$ cat src/rtl/mnemonic_decoder_stream.sv
// mnemonic_decoder_stream
// Streaming RV32I mnemonic decoder. ASCII characters arrive over a
// valid/ready input. Letters accumulate into a right-aligned buffer of
// MAX_LEN 5-bit codes. When a delimiter arrives, the buffer is looked up
// and {opcode, funct7, funct3} is presented on a valid/ready output. That
// output holds until the consumer takes it.
//
// Optional feature: define MNEMONIC_PSEUDO_EN to add the pseudo-instruction
// table (nop, mv, j, ret, jr, li, not).
//
// Ports
//   clk_in    clock
//   rst_n_in  synchronous reset, active low
//   abort_in  drop the token in progress (or a pending result) and go idle
//   in_valid / in_ready / in_char   character input stream
//   out_valid / out_ready           result handshake
//   opcode, funct7, funct3          decoded fields (0 on error)
//   mn_len    letters accumulated for this token
//   err       result is an error
//   err_code  0 unknown mnemonic, 1 overflow, 2 bad character
//   is_pseudo result came from the pseudo table
module mnemonic_decoder_stream #(
  parameter int MAX_LEN     = 6,
  parameter bit NL_IS_DELIM = 1'b1
) (
  input  logic       clk_in,
  input  logic       rst_n_in,
  input  logic       abort_in,
  input  logic       in_valid,
  output logic       in_ready,
  input  logic [7:0] in_char,
  output logic       out_valid,
  input  logic       out_ready,
  output logic [6:0] opcode,
  output logic [6:0] funct7,
  output logic [2:0] funct3,
  output logic [3:0] mn_len,
  output logic       err,
  output logic [1:0] err_code,
  output logic       is_pseudo
);

  localparam int BUF_W = MAX_LEN * 5;

  localparam logic [6:0] OP_LUI    = 7'b0110111;
  localparam logic [6:0] OP_AUIPC  = 7'b0010111;
  localparam logic [6:0] OP_JAL    = 7'b1101111;
  localparam logic [6:0] OP_JALR   = 7'b1100111;
  localparam logic [6:0] OP_BRANCH = 7'b1100011;
  localparam logic [6:0] OP_LOAD   = 7'b0000011;
  localparam logic [6:0] OP_STORE  = 7'b0100011;
  localparam logic [6:0] OP_IMM    = 7'b0010011;
  localparam logic [6:0] OP_OP     = 7'b0110011;
  // funct7 marker for immediate-form ALU ops that have no real funct7
  localparam logic [6:0] F7_IMM    = 7'b1111111;
  localparam logic [6:0] F7_ALT    = 7'b0100000;

  localparam logic [1:0] ERR_UNKNOWN  = 2'd0;
  localparam logic [1:0] ERR_OVERFLOW = 2'd1;
  localparam logic [1:0] ERR_BADCHAR  = 2'd2;

  typedef enum logic [1:0] {S_IDLE, S_ACCUM, S_DRAIN, S_HOLD} state_t;

  state_t           r_state;
  logic [BUF_W-1:0] r_buf;
  logic [3:0]       r_len;
  logic [1:0]       r_err_pend;
  logic             r_out_valid;
  logic [6:0]       r_opcode;
  logic [6:0]       r_funct7;
  logic [2:0]       r_funct3;
  logic [3:0]       r_mn_len;
  logic             r_err;
  logic [1:0]       r_err_code;
  logic             r_is_pseudo;

  logic        w_fire;
  logic        w_is_lower;
  logic        w_is_upper;
  logic        w_is_letter;
  logic        w_is_delim;
  logic [4:0]  w_code;
  logic [39:0] w_key40;
  logic        w_b_hit;
  logic [16:0] w_b_res;
  logic        w_p_hit;
  logic [16:0] w_p_res;

  // Packs up to five ASCII lowercase letters, right-aligned and NUL-padded,
  // into the same 5-bit-per-letter key layout as the buffer.
  function automatic logic [24:0] enc(input logic [39:0] s);
    logic [24:0] k;
    k = '0;
    for (int i = 0; i < 5; i++)
      if (s[i*8 +: 8] != 8'h00) k[i*5 +: 5] = 5'(s[i*8 +: 8] - 8'h60);
    return k;
  endfunction

  assign w_fire      = in_valid && in_ready;
  assign w_is_lower  = (in_char >= 8'h61) && (in_char <= 8'h7a);
  assign w_is_upper  = (in_char >= 8'h41) && (in_char <= 8'h5a);
  assign w_is_letter = w_is_lower || w_is_upper;
  assign w_code      = w_is_lower ? 5'(in_char - 8'h60) : 5'(in_char - 8'h40);
  assign w_is_delim  = (in_char == 8'h20) || (in_char == 8'h2c) || (in_char == 8'h09) ||
                       (NL_IS_DELIM && (in_char == 8'h0a));
  assign w_key40     = 40'(r_buf);

  // Base RV32I table. All entries are at most five letters long, so the
  // slots above the fifth must be pad for a hit.
  always_comb begin
    w_b_hit = 1'b1;
    w_b_res = '0;
    case (w_key40[24:0])
      enc(40'("lui")):   w_b_res = {OP_LUI,    7'h00,  3'b000};
      enc(40'("auipc")): w_b_res = {OP_AUIPC,  7'h00,  3'b000};
      enc(40'("jal")):   w_b_res = {OP_JAL,    7'h00,  3'b000};
      enc(40'("jalr")):  w_b_res = {OP_JALR,   7'h00,  3'b000};
      enc(40'("beq")):   w_b_res = {OP_BRANCH, 7'h00,  3'b000};
      enc(40'("bne")):   w_b_res = {OP_BRANCH, 7'h00,  3'b001};
      enc(40'("blt")):   w_b_res = {OP_BRANCH, 7'h00,  3'b100};
      enc(40'("bge")):   w_b_res = {OP_BRANCH, 7'h00,  3'b101};
      enc(40'("bltu")):  w_b_res = {OP_BRANCH, 7'h00,  3'b110};
      enc(40'("bgeu")):  w_b_res = {OP_BRANCH, 7'h00,  3'b111};
      enc(40'("lb")):    w_b_res = {OP_LOAD,   7'h00,  3'b000};
      enc(40'("lh")):    w_b_res = {OP_LOAD,   7'h00,  3'b001};
      enc(40'("lw")):    w_b_res = {OP_LOAD,   7'h00,  3'b010};
      enc(40'("lbu")):   w_b_res = {OP_LOAD,   7'h00,  3'b100};
      enc(40'("lhu")):   w_b_res = {OP_LOAD,   7'h00,  3'b101};
      enc(40'("sb")):    w_b_res = {OP_STORE,  7'h00,  3'b000};
      enc(40'("sh")):    w_b_res = {OP_STORE,  7'h00,  3'b001};
      enc(40'("sw")):    w_b_res = {OP_STORE,  7'h00,  3'b010};
      enc(40'("addi")):  w_b_res = {OP_IMM,    F7_IMM, 3'b000};
      enc(40'("slti")):  w_b_res = {OP_IMM,    F7_IMM, 3'b010};
      enc(40'("sltiu")): w_b_res = {OP_IMM,    F7_IMM, 3'b011};
      enc(40'("xori")):  w_b_res = {OP_IMM,    F7_IMM, 3'b100};
      enc(40'("ori")):   w_b_res = {OP_IMM,    F7_IMM, 3'b110};
      enc(40'("andi")):  w_b_res = {OP_IMM,    F7_IMM, 3'b111};
      enc(40'("slli")):  w_b_res = {OP_IMM,    7'h00,  3'b001};
      enc(40'("srli")):  w_b_res = {OP_IMM,    7'h00,  3'b101};
      enc(40'("srai")):  w_b_res = {OP_IMM,    F7_ALT, 3'b101};
      enc(40'("add")):   w_b_res = {OP_OP,     7'h00,  3'b000};
      enc(40'("sub")):   w_b_res = {OP_OP,     F7_ALT, 3'b000};
      enc(40'("sll")):   w_b_res = {OP_OP,     7'h00,  3'b001};
      enc(40'("slt")):   w_b_res = {OP_OP,     7'h00,  3'b010};
      enc(40'("sltu")):  w_b_res = {OP_OP,     7'h00,  3'b011};
      enc(40'("xor")):   w_b_res = {OP_OP,     7'h00,  3'b100};
      enc(40'("srl")):   w_b_res = {OP_OP,     7'h00,  3'b101};
      enc(40'("sra")):   w_b_res = {OP_OP,     F7_ALT, 3'b101};
      enc(40'("or")):    w_b_res = {OP_OP,     7'h00,  3'b110};
      enc(40'("and")):   w_b_res = {OP_OP,     7'h00,  3'b111};
      default:           w_b_hit = 1'b0;
    endcase
    if (w_key40[39:25] != '0) w_b_hit = 1'b0;
  end

`ifdef MNEMONIC_PSEUDO_EN
  always_comb begin
    w_p_hit = 1'b1;
    w_p_res = '0;
    case (w_key40[24:0])
      enc(40'("nop")): w_p_res = {OP_IMM,  F7_IMM, 3'b000};
      enc(40'("mv")):  w_p_res = {OP_IMM,  F7_IMM, 3'b000};
      enc(40'("j")):   w_p_res = {OP_JAL,  7'h00,  3'b000};
      enc(40'("ret")): w_p_res = {OP_JALR, 7'h00,  3'b000};
      enc(40'("jr")):  w_p_res = {OP_JALR, 7'h00,  3'b000};
      enc(40'("li")):  w_p_res = {OP_IMM,  F7_IMM, 3'b000};
      enc(40'("not")): w_p_res = {OP_IMM,  F7_IMM, 3'b100};
      default:         w_p_hit = 1'b0;
    endcase
    if (w_key40[39:25] != '0) w_p_hit = 1'b0;
  end
`else
  assign w_p_hit = 1'b0;
  assign w_p_res = '0;
`endif

  always_ff @(posedge clk_in) begin
    if (!rst_n_in) begin
      r_state     <= S_IDLE;
      r_buf       <= '0;
      r_len       <= '0;
      r_err_pend  <= ERR_UNKNOWN;
      r_out_valid <= 1'b0;
      r_opcode    <= '0;
      r_funct7    <= '0;
      r_funct3    <= '0;
      r_mn_len    <= '0;
      r_err       <= 1'b0;
      r_err_code  <= '0;
      r_is_pseudo <= 1'b0;
    end else if (abort_in) begin
      r_state     <= S_IDLE;
      r_out_valid <= 1'b0;
    end else begin
      case (r_state)
        S_IDLE: if (w_fire) begin
          if (w_is_letter) begin
            r_buf   <= BUF_W'(w_code);
            r_len   <= 4'd1;
            r_state <= S_ACCUM;
          end else if (!w_is_delim) begin
            r_len      <= '0;
            r_err_pend <= ERR_BADCHAR;
            r_state    <= S_DRAIN;
          end
        end
        S_ACCUM: if (w_fire) begin
          if (w_is_letter && (r_len < 4'(MAX_LEN))) begin
            r_buf <= {r_buf[BUF_W-6:0], w_code};
            r_len <= r_len + 4'd1;
          end else if (w_is_letter) begin
            r_err_pend <= ERR_OVERFLOW;
            r_state    <= S_DRAIN;
          end else if (w_is_delim) begin
            r_out_valid <= 1'b1;
            r_mn_len    <= r_len;
            r_err_code  <= ERR_UNKNOWN;
            r_state     <= S_HOLD;
            if (w_b_hit) begin
              {r_opcode, r_funct7, r_funct3} <= w_b_res;
              r_err       <= 1'b0;
              r_is_pseudo <= 1'b0;
            end else if (w_p_hit) begin
              {r_opcode, r_funct7, r_funct3} <= w_p_res;
              r_err       <= 1'b0;
              r_is_pseudo <= 1'b1;
            end else begin
              {r_opcode, r_funct7, r_funct3} <= '0;
              r_err       <= 1'b1;
              r_is_pseudo <= 1'b0;
            end
          end else begin
            r_err_pend <= ERR_BADCHAR;
            r_state    <= S_DRAIN;
          end
        end
        // The first error seen is kept; further bad characters are swallowed.
        S_DRAIN: if (w_fire && w_is_delim) begin
          r_out_valid                    <= 1'b1;
          r_mn_len                       <= r_len;
          r_err                          <= 1'b1;
          r_err_code                     <= r_err_pend;
          r_is_pseudo                    <= 1'b0;
          {r_opcode, r_funct7, r_funct3} <= '0;
          r_state                        <= S_HOLD;
        end
        S_HOLD: if (out_ready) begin
          r_out_valid <= 1'b0;
          r_state     <= S_IDLE;
        end
        default: r_state <= S_IDLE;
      endcase
    end
  end

  assign in_ready  = (r_state != S_HOLD);
  assign out_valid = r_out_valid;
  assign opcode    = r_opcode;
  assign funct7    = r_funct7;
  assign funct3    = r_funct3;
  assign mn_len    = r_mn_len;
  assign err       = r_err;
  assign err_code  = r_err_code;
  assign is_pseudo = r_is_pseudo;

endmodule

$ cat config.mk
export PLATFORM = sky130hd
export DESIGN_NAME = mnemonic_decoder_stream
export DESIGN_NICKNAME = d
export VERILOG_FILES = /design/src/rtl/mnemonic_decoder_stream.sv
export SDC_FILE = /design/constraint.sdc
export NUM_CORES = 1
export LEC_CHECK = 0
export ABC_AREA = 1
export CORE_MARGIN = 10
export CORE_UTILIZATION = 59
export CTS_CLUSTER_SIZE = 20
export DETAILED_ROUTE_END_ITERATION = 10
export PLACE_DENSITY = 0.82
export SYNTH_ARGS = -nofsm -noshare
export SYNTH_HDL_FRONTEND = slang
export SYNTH_SLANG_ARGS = --single-unit
$ cat constraint.sdc
create_clock -name clk_in -period 1.98 [get_ports clk_in]
set_input_delay 0.396 -clock clk_in [delete_from_list [all_inputs] [get_ports clk_in]]
set_output_delay 0.396 -clock clk_in [all_outputs]
set_load 0.005 [all_outputs]
==> results.sh, run 1 <==
export IMPL_error="[ERROR GRT-0232] Routing congestion too high. Check the congestion heatmap in the GUI."
export IMPL_synthAdderAreaFrac_pct=1.734
export IMPL_dpl_hpwl_um=13750
export IMPL_clkSinkCount=57
export IMPL_netlist_area_mm2=0.004330
export IMPL_yosysWarnings=0
export IMPL_yosys_area_share_simple_pct=46.92
export IMPL_synth_main_ff_cell="dfxtp_1"
export IMPL_grt_max_degree=33
export IMPL_ys_seq_area_share_pct=26.35
export IMPL_synth_compound_area_share_pct=14.53
export IMPL_haltStage="5_1_grt"
export IMPL_overflow=214
export IMPL_worstEndpointGrtRepair="funct3[2]$_SDFFE_PN0P_/D"
export IMPL_syn_nets=717
export IMPL_place_gp_congestion=1.094
export IMPL_core_rowCount=31
export IMPL_status="did not finish"
export IMPL_syn_inst=698
export IMPL_synth_area_top_cells="dfxtp_1, nand2_1, nor2_1, nand3_1, inv_1"
export IMPL_synth_edff_count=0
export IMPL_place_ws_ps=-526.2
export IMPL_ios=40
export IMPL_ys_types=43
export IMPL_yosysTopAreaCellShare_pct=26.35
export IMPL_portBuffers=38
export IMPL_synth_xor_area_share_pct=0.2023
export IMPL_synthMuxAreaShare_pct=0.2311
export IMPL_fp_dieH_um=105.7
export IMPL_synthDominantAreaCellType="dfxtp_1"
export IMPL_htree_levels=3
export IMPL_die_x_um=105.7
export IMPL_clk_path_buf_depth=2
export IMPL_syn_area_per_cell_um2=6.204
export IMPL_clockRootBuffer="clkbuf_8"
export IMPL_synth_top_family_by_area="simple AND/OR/NAND/NOR gates"
export IMPL_endpoint_type="register data pin"
export IMPL_initial_core_util_pct=60.35
export IMPL_grt_use_total_pct=73.32
export IMPL_ys_ff_latch=57
export IMPL_cts_inserted_buffers=9
export IMPL_async_flop_share_pct=0
metrics by stage:
stage	hold slack (ps)	area (um2)	setup TNS [ps]	std cells	util (%)
after CTS	478.6	6351	0	980	88.51
after detailed placement	442.1	5884	-20840	957	82.01
after global placement	433.0	5884	-9327	957	82.01
after floorplan	421.6	4330	0	698	-
kinds of logic after synthesis:
family,Yosys count
AND/OR/NAND/NOR,421
AO/OA/AOI/OAI,108
buffers and inverters,103
flip-flops,57
adder cells (fa/ha/maj),6
other,1
XOR/XNOR,1
multiplexers,1
per-layer routing:
layer / GRT overflow / GRT usage [%]
met3: 2 / 64.80
met4: 68 / 79.59
met5: 0 / 27.68
met2: 144 / 87.94
met1: 0 / 67.81
what timing repair did:
item,in CTS
endpoints found under the setup margin,55
pin swaps,12
cloned,1
resized for setup,87
buffers inserted,8
hold buffers,0
Yosys cell counts (7+ instances only):
library cell and count:
nand2_1 135, nor2_1 115, nand3_1 70, inv_1 68
dfxtp_1 57, a21oi_1 48, o21ai_0 26, nor3_1 23
a211oi_1 22, nor2_2 17, nand4_1 16, clkbuf_1 13
nand2_2 12, nor2_4 10, buf_4 9, inv_2 9
nand3b_1 7
==> run 2, diff against run 1 <==
--- a/config.mk
+++ b/config.mk
@@ -7,10 +7,9 @@
 export LEC_CHECK = 0
 export ABC_AREA = 1
 export CORE_MARGIN = 10
-export CORE_UTILIZATION = 59
-export CTS_CLUSTER_SIZE = 20
+export CORE_UTILIZATION = 40
 export DETAILED_ROUTE_END_ITERATION = 10
-export PLACE_DENSITY = 0.82
+export PLACE_DENSITY_LB_ADDON = 0.15
 export SYNTH_ARGS = -nofsm -noshare
 export SYNTH_HDL_FRONTEND = slang
 export SYNTH_SLANG_ARGS = --single-unit
==> run 2 against run 1 <==
The run now ends clean; synthesized cell count is the same; synthesized area is the same.
==> results.sh, run 2 <==
export IMPL_wl_per_cell_um=16.45
export IMPL_synthDominantAreaCellType="dfxtp_1"
export IMPL_synth_most_common_cell="nand2_1"
export IMPL_clk_path_buf_depth=2
export IMPL_portBuffers=38
export IMPL_overflow=0
export IMPL_worstPathCellList="nor2_4, nand3_4, nor2_8, buf_12, buf_4, nand2_1, inv_1, nor2_4, nand2_2, nor2_2, nand2_2, nand2_4, nand2_8, nand2_8, nor2_2"
export IMPL_clockPowerShare_pct=27.3
export IMPL_regArea_mm2=0.001180
export IMPL_drc=0
export IMPL_peakVddDrop_mv=0.4507
export IMPL_synth_xor_area_share_pct=0.2023
export IMPL_n_fill_cell=976
export IMPL_grt_use_total_pct=22.08
export IMPL_crit_type="register to register"
export IMPL_routed_wl_um=17400
export IMPL_power_frac_seq_pct=32.6
export IMPL_place_gp_congestion=1.026
export IMPL_start_kind="register"
export IMPL_ant_nets=0
export IMPL_hold_path_class="register to register"
export IMPL_tritoncts="done"
export IMPL_grt_setup_unrepaired="true"
export IMPL_drive_above_1_share_pct=42.52
export IMPL_holdWs_ps=446.8
export IMPL_finClkSkew_ps=11.07
export IMPL_mostFrequentLayoutCells="buf_4, nand2_1, nor2_1"
export IMPL_p_int_mw=2.613
export IMPL_syn_inst=698
export IMPL_largest_register_ffs=30
export IMPL_ios=40
export IMPL_tns_ps=0
export IMPL_synthAdderAreaFrac_pct=1.734
export IMPL_netlist_area_mm2=0.004330
export IMPL_ys_seq_area_share_pct=26.35
export IMPL_fp_dieH_um=124.1
export IMPL_yosysTopAreaCellShare_pct=26.35
export IMPL_nNetsFinal=937
export IMPL_endpoint_kind="register"
export IMPL_worstHoldPathCells=2
export IMPL_crit_path_top_delay_cell="dfxtp_2"
export IMPL_antenna_cells=0
export IMPL_switching_power_mw=1.423
export IMPL_min_to="r_err_pend[1]$_SDFFE_PN0P_"
export IMPL_multiInputGateArea_mm2=0.003222
export IMPL_syn_area_per_cell_um2=6.204
export IMPL_synth_top_family_by_area="simple AND/OR/NAND/NOR gates"
export IMPL_slowest_delay_ps=330
export IMPL_vias=5540
export IMPL_ff2ff_setup_slack_ps=10
export IMPL_syn_nets=717
export IMPL_min_from="r_err_pend[1]$_SDFFE_PN0P_"
export IMPL_core_rowCount=37
export IMPL_die_x_um=124.1
export IMPL_core_area_mm2=0.01042
export IMPL_slew_viol_final=0
export IMPL_grt_pass1_vias=5333
export IMPL_ys_ff_latch=57
export IMPL_fp_dieArea_mm2=0.01539
export IMPL_initial_core_util_pct=41.57
export IMPL_clockRootBuffer="clkbuf_8"
export IMPL_htree_levels=3
export IMPL_async_flop_share_pct=0
export IMPL_area_growth_syn_to_layout_pct=61.80
export IMPL_regMostFlops="r_buf"
export IMPL_synth_edff_count=0
export IMPL_synth_main_ff_cell="dfxtp_1"
export IMPL_comb_power_share_pct=40.1
export IMPL_worstPathMaxFanout=7
export IMPL_synth_compound_area_share_pct=14.53
export IMPL_r2r_end="funct7[5]$_SDFFE_PN0P_"
export IMPL_initialDrtViolationCount=426
export IMPL_yosys_area_share_simple_pct=46.92
export IMPL_synthMuxAreaShare_pct=0.2311
export IMPL_drtPass1Iterations=5
export IMPL_ys_types=43
export IMPL_status="completed"
export IMPL_critPathRequiredTime_ps=2270
export IMPL_via_per_inst=5.236
export IMPL_worstRegToRegCells=15
export IMPL_clkSinkCount=57
export IMPL_mostFrequentLayoutCell="buf_4"
export IMPL_period_needed_ps=1966
export IMPL_hold_viol=0
export IMPL_maxCapViolations=0
export IMPL_grt_pass1_wl_um=26970
export IMPL_setup_violations=0
export IMPL_fin_crit_sh_pct=99.28
export IMPL_p_total_mw=4.036
export IMPL_synth_area_top_cells="dfxtp_1, nand2_1, nor2_1, nand3_1, inv_1"
export IMPL_sw_frac_of_total_pct=35.26
export IMPL_p_leak_nw=3.225
export IMPL_grt_max_degree=40
export IMPL_yosysWarnings=0
export IMPL_r2r_start="r_buf[22]$_SDFFE_PN0P_"
export IMPL_cts_inserted_buffers=9
export IMPL_timing_fmax_mhz=508.7
export IMPL_cts_clk_slew_worst_paths_ps=70
export IMPL_yosys_top_cells_count="nand2_1, nor2_1, nand3_1"
export IMPL_dpl_hpwl_um=13490
export IMPL_critical_path_arrival_ps=2260
export IMPL_fin_util_pct=67.27
export IMPL_antenna_found_initial=0
export IMPL_power_density_mw_per_mm2=576.0
export IMPL_clkLatencyLatePin_ps=350
[run 2: what timing repair did]
action	in CTS	in global routing
setup endpoints to repair	43	52
gates resized for setup	57	109
hold buffers	0	0
cloned	2	1
pin swaps	5	27
setup buffers	5	13
hold endpoints to repair	0	0
[run 2: how the worst max path moves through the flow]
| stage | endpoint | from | depth (start not counted) |
|---|---|---|---|
| 2_1_floorplan | r_len[2]$_SDFFE_PN0P_ | r_state[1]$_SDFFE_PP0P_ | 10 |
| 3_3_place_gp | funct3[2]$_SDFFE_PN0P_ | in_char[2] | 12 |
| 3_5_place_dp | funct3[1]$_SDFFE_PN0P_ | in_char[2] | 11 |
| 4_1_cts | funct3[1]$_SDFFE_PN0P_ | in_char[1] | 11 |
| 5_1_grt | funct7[5]$_SDFFE_PN0P_ | r_buf[22]$_SDFFE_PN0P_ | 15 |
| 6_report | funct7[5]$_SDFFE_PN0P_ | r_buf[22]$_SDFFE_PN0P_ | 15 |
[run 2: per-stage QoR]
step	setup WS, ps	cells	instance area [um2]
final	14.22	1058	7007
after global routing	-86.12	1058	7007
after CTS	-19.26	1044	6560
after detailed placement	-405.2	1022	6141
after global placement	-320.0	1022	6141
after floorplan	179.1	698	4330
[run 2: cell type report]
class / instances / share of cell area [%]
Clock buffer: 10 / 1.964
Multi-Input combinational cell: 540 / 45.98
Clock inverter: 5 / 0.8036
Sequential cell: 57 / 16.84
Tap cell: 136 / 2.429
Inverter: 77 / 4.161
Timing Repair Buffer: 233 / 27.82
[run 2: cell families (layout without fill, tap and decap cells)]
logic type      after synthesis  after routing
compound gates              108            108
buf+inv                     103            325
fa+ha+maj                     6              6
flops                        57             57
simple gates                421            423
other cells                   1              1
xor+xnor                      1              1
mux                           1              1
[run 2: power groups by stage]
stage,Clock (mW),Sequential (mW),Combinational (mW)
3_5_place_dp,0,1.33,1.33
3_3_place_gp,0,1.32,1.31
2_1_floorplan,0,1.32,0.612
6_report,1.10,1.32,1.62
4_1_cts,1.12,1.31,1.45
5_1_grt,1.17,1.33,1.73
[run 2: critical path: cells and delay by family, from the launching register on]
| kind | cells | cell delay [ps] |
|---|---|---|
| flops | 1 | 330 |
| buf+inv | 3 | 350 |
| simple gates | 12 | 1220 |
[run 2: per-layer routing]
metal | share of wire, % | global-route usage, % | vias to the layer above
li1 | - | - | 2752
met5 | 0 | 0 | -
met4 | 2.7 | 8.058 | 0
met2 | 48 | 36.10 | 171
met1 | 44 | 28.26 | 2583
met3 | 5.5 | 4.208 | 34
Note: power is estimated with default switching activity, not from simulation.
==> run 3, diff against run 2 <==
--- a/config.mk
+++ b/config.mk
@@ -9,6 +9,7 @@
 export CORE_MARGIN = 10
 export CORE_UTILIZATION = 40
 export DETAILED_ROUTE_END_ITERATION = 10
+export DONT_BUFFER_PORTS = 1
 export PLACE_DENSITY_LB_ADDON = 0.15
 export SYNTH_ARGS = -nofsm -noshare
 export SYNTH_HDL_FRONTEND = slang
==> run 3 against run 2 <==
Non-clock buffer count is 51 lower; clock power hardly changed; combinational power is 15% lower; fmax is 0.65% lower; final area is 6.7% lower; die area stayed put; critical path depth is 1 lower; wire length is 2.1% higher; sequential share of layout area is 1.3 points higher.
==> results.sh, run 3 (synthesized netlist as in run 2, its figures left out) <==
export IMPL_core_rowCount=37
export IMPL_clockRootBuffer="clkbuf_8"
export IMPL_antenna_found_initial=0
export IMPL_wl_per_cell_um=17.66
export IMPL_place_ws_ps=-129.9
export IMPL_dpl_cell_area_mm2=0.005625
export IMPL_grt_setup_unrepaired="true"
export IMPL_core_area_mm2=0.01042
export IMPL_tns_ps=0
export IMPL_clkLatencyLatePin_ps=360
export IMPL_cts_clk_slew_worst_paths_ps=70
export IMPL_timing_fmax_mhz=505.4
export IMPL_ff2ff_setup_slack_ps=1
export IMPL_p_int_mw=2.458
export IMPL_antenna_cells=0
export IMPL_critPathRequiredTime_ps=2280
export IMPL_switching_power_mw=1.350
export IMPL_fp_dieH_um=124.1
export IMPL_grt_pass1_vias=4940
export IMPL_htree_levels=3
export IMPL_critPathTopFamily="simple AND/OR/NAND/NOR gates"
export IMPL_crit_type="register to register"
export IMPL_status="completed"
export IMPL_p_leak_nw=2.999
export IMPL_worstRegToRegCells=14
export IMPL_endpoint_kind="register"
export IMPL_fp_dieArea_mm2=0.01539
export IMPL_initial_core_util_pct=41.57
export IMPL_grt_pass1_wl_um=26410
export IMPL_design_area_mm2=0.006536
export IMPL_peakVddDrop_mv=0.6433
export IMPL_critical_path_arrival_ps=2280
export IMPL_power_frac_seq_pct=34.6
export IMPL_regMostFlops="r_buf"
export IMPL_place_gp_congestion=1.058
export IMPL_worstPathCellList="nor2_4, nand2_8, nor2_4, buf_4, nand4_1, nand2_1, nor2_2, nand2_2, nor2_2, nand2_2, nand2_2, nand2_4, nand2_8, nor2_2"
export IMPL_drive_above_1_share_pct=44.25
export IMPL_clkSinkCount=57
export IMPL_drc=0
export IMPL_r2r_end="funct7[4]$_SDFFE_PN0P_"
export IMPL_nNetsFinal=885
export IMPL_cp_num_buf_inv=1
export IMPL_slowest_delay_ps=380
export IMPL_n_fill_cell=962
export IMPL_min_from="rst_n_in"
export IMPL_crit_path_top_delay_cell="dfxtp_4"
export IMPL_drtPass1Iterations=5
export IMPL_fin_cells=1006
export IMPL_mostFrequentLayoutCell="buf_4"
export IMPL_clk_path_buf_depth=2
export IMPL_grt_max_degree=54
export IMPL_mostFrequentLayoutCells="buf_4, nand2_1, nor2_1"
export IMPL_setup_ws_ps=1.276
export IMPL_vias=5416
export IMPL_start_kind="register"
export IMPL_worstHoldPathCells=2
export IMPL_period_needed_ps=1979
export IMPL_hold_path_class="primary input to register"
export IMPL_via_per_inst=5.384
export IMPL_cts_inserted_buffers=9
export IMPL_ant_nets=0
export IMPL_power_density_mw_per_mm2=582.5
export IMPL_largest_register_ffs=30
export IMPL_clockPowerShare_pct=29.3
export IMPL_hold_buffers=0
export IMPL_finClkSkew_ps=11.45
export IMPL_grt_use_total_pct=22.38
export IMPL_comb_power_share_pct=36.1
export IMPL_portBuffers=0
export IMPL_die_x_um=124.1
export IMPL_slew_viol_final=0
export IMPL_sw_frac_of_total_pct=35.45
export IMPL_hold_viol=0
export IMPL_fin_crit_sh_pct=99.94
export IMPL_area_growth_syn_to_layout_pct=50.94
export IMPL_dpl_hpwl_um=13670
export IMPL_min_to="r_err_pend[1]$_SDFFE_PN0P_"
export IMPL_setup_violations=0
export IMPL_r2r_start="r_buf[15]$_SDFFE_PN0P_"
export IMPL_maxCapViolations=0
export IMPL_holdWs_ps=162.7
export IMPL_tritoncts="done"
export IMPL_worstPathMaxFanout=8
export IMPL_routed_wl_um=17760
export IMPL_overflow=0
export IMPL_initialDrtViolationCount=582
export IMPL_place_inst=966
export IMPL_ios=40
[run 3: changes by cell type in the layout (fill, tap and decap cells not counted), moves of 4 or more]
cell,previous run,this run
clkdlybuf4s50_1,34,0
buf_4,185,172
nand2_2,28,36
nand2_1,113,106
dfxtp_2,13,8
nor2_1,76,72
[run 3: worst max-delay path by stage]
stage                            startpoint                      to  slack (ps)  depth (start not counted)
finish               r_buf[15]$_SDFFE_PN0P_  funct7[4]$_SDFFE_PN0P_           1                         14
global route          r_buf[3]$_SDFFE_PN0P_  funct7[4]$_SDFFE_PN0P_        -140                         14
CTS                  r_buf[16]$_SDFFE_PN0P_  funct7[4]$_SDFFE_PN0P_        -0.5                         15
detailed placement   r_buf[14]$_SDFFE_PN0P_  funct7[5]$_SDFFE_PN0P_        -130                         13
global placement     r_buf[15]$_SDFFE_PN0P_  funct7[4]$_SDFFE_PN0P_        -170                         14
floorplan           r_state[1]$_SDFFE_PP0P_   r_len[2]$_SDFFE_PN0P_         180                         10
[run 3: cell type report]
cell class	count	area [um2]	share of cell area, %
Inverter	77	291.5	4.460
Tap cell	136	170.2	2.603
Multi-Input combinational cell	539	3233	49.46
Clock inverter	3	40.04	0.6126
Clock buffer	12	155.1	2.374
Timing Repair Buffer	182	1461	22.36
Sequential cell	57	1185	18.13
[run 3: what timing repair did]
action / CTS / global route
gates cloned: 0 / 2
gates resized for setup: 34 / 134
endpoints found under the setup margin: 12 / 26
pin swaps: 11 / 34
buffers inserted: 3 / 21
[run 3: power groups by stage]
stage / Combinational, mW / Clock, mW / Sequential, mW
2_1_floorplan: 0.612 / 0 / 1.32
3_3_place_gp: 1.13 / 0 / 1.33
3_5_place_dp: 1.13 / 0 / 1.33
4_1_cts: 1.17 / 1.15 / 1.32
5_1_grt: 1.47 / 1.20 / 1.33
6_report: 1.37 / 1.11 / 1.32
[run 3: layer usage]
layer,GRT usage [%],vias to the layer above,part of all wire (%)
met4,10.29,0,3.4
met2,33.43,206,46
li1,-,2648,-
met3,5.430,44,6.2
met1,29.73,2518,45
met5,0,-,0
[run 3: through the flow]
stage	utilization (%)	total power [mW]
6_report	62.75	3.807
5_1_grt	62.75	4.005
4_1_cts	56.78	3.631
3_5_place_dp	54.01	2.465
3_3_place_gp	54.01	2.463
2_1_floorplan	-	1.931
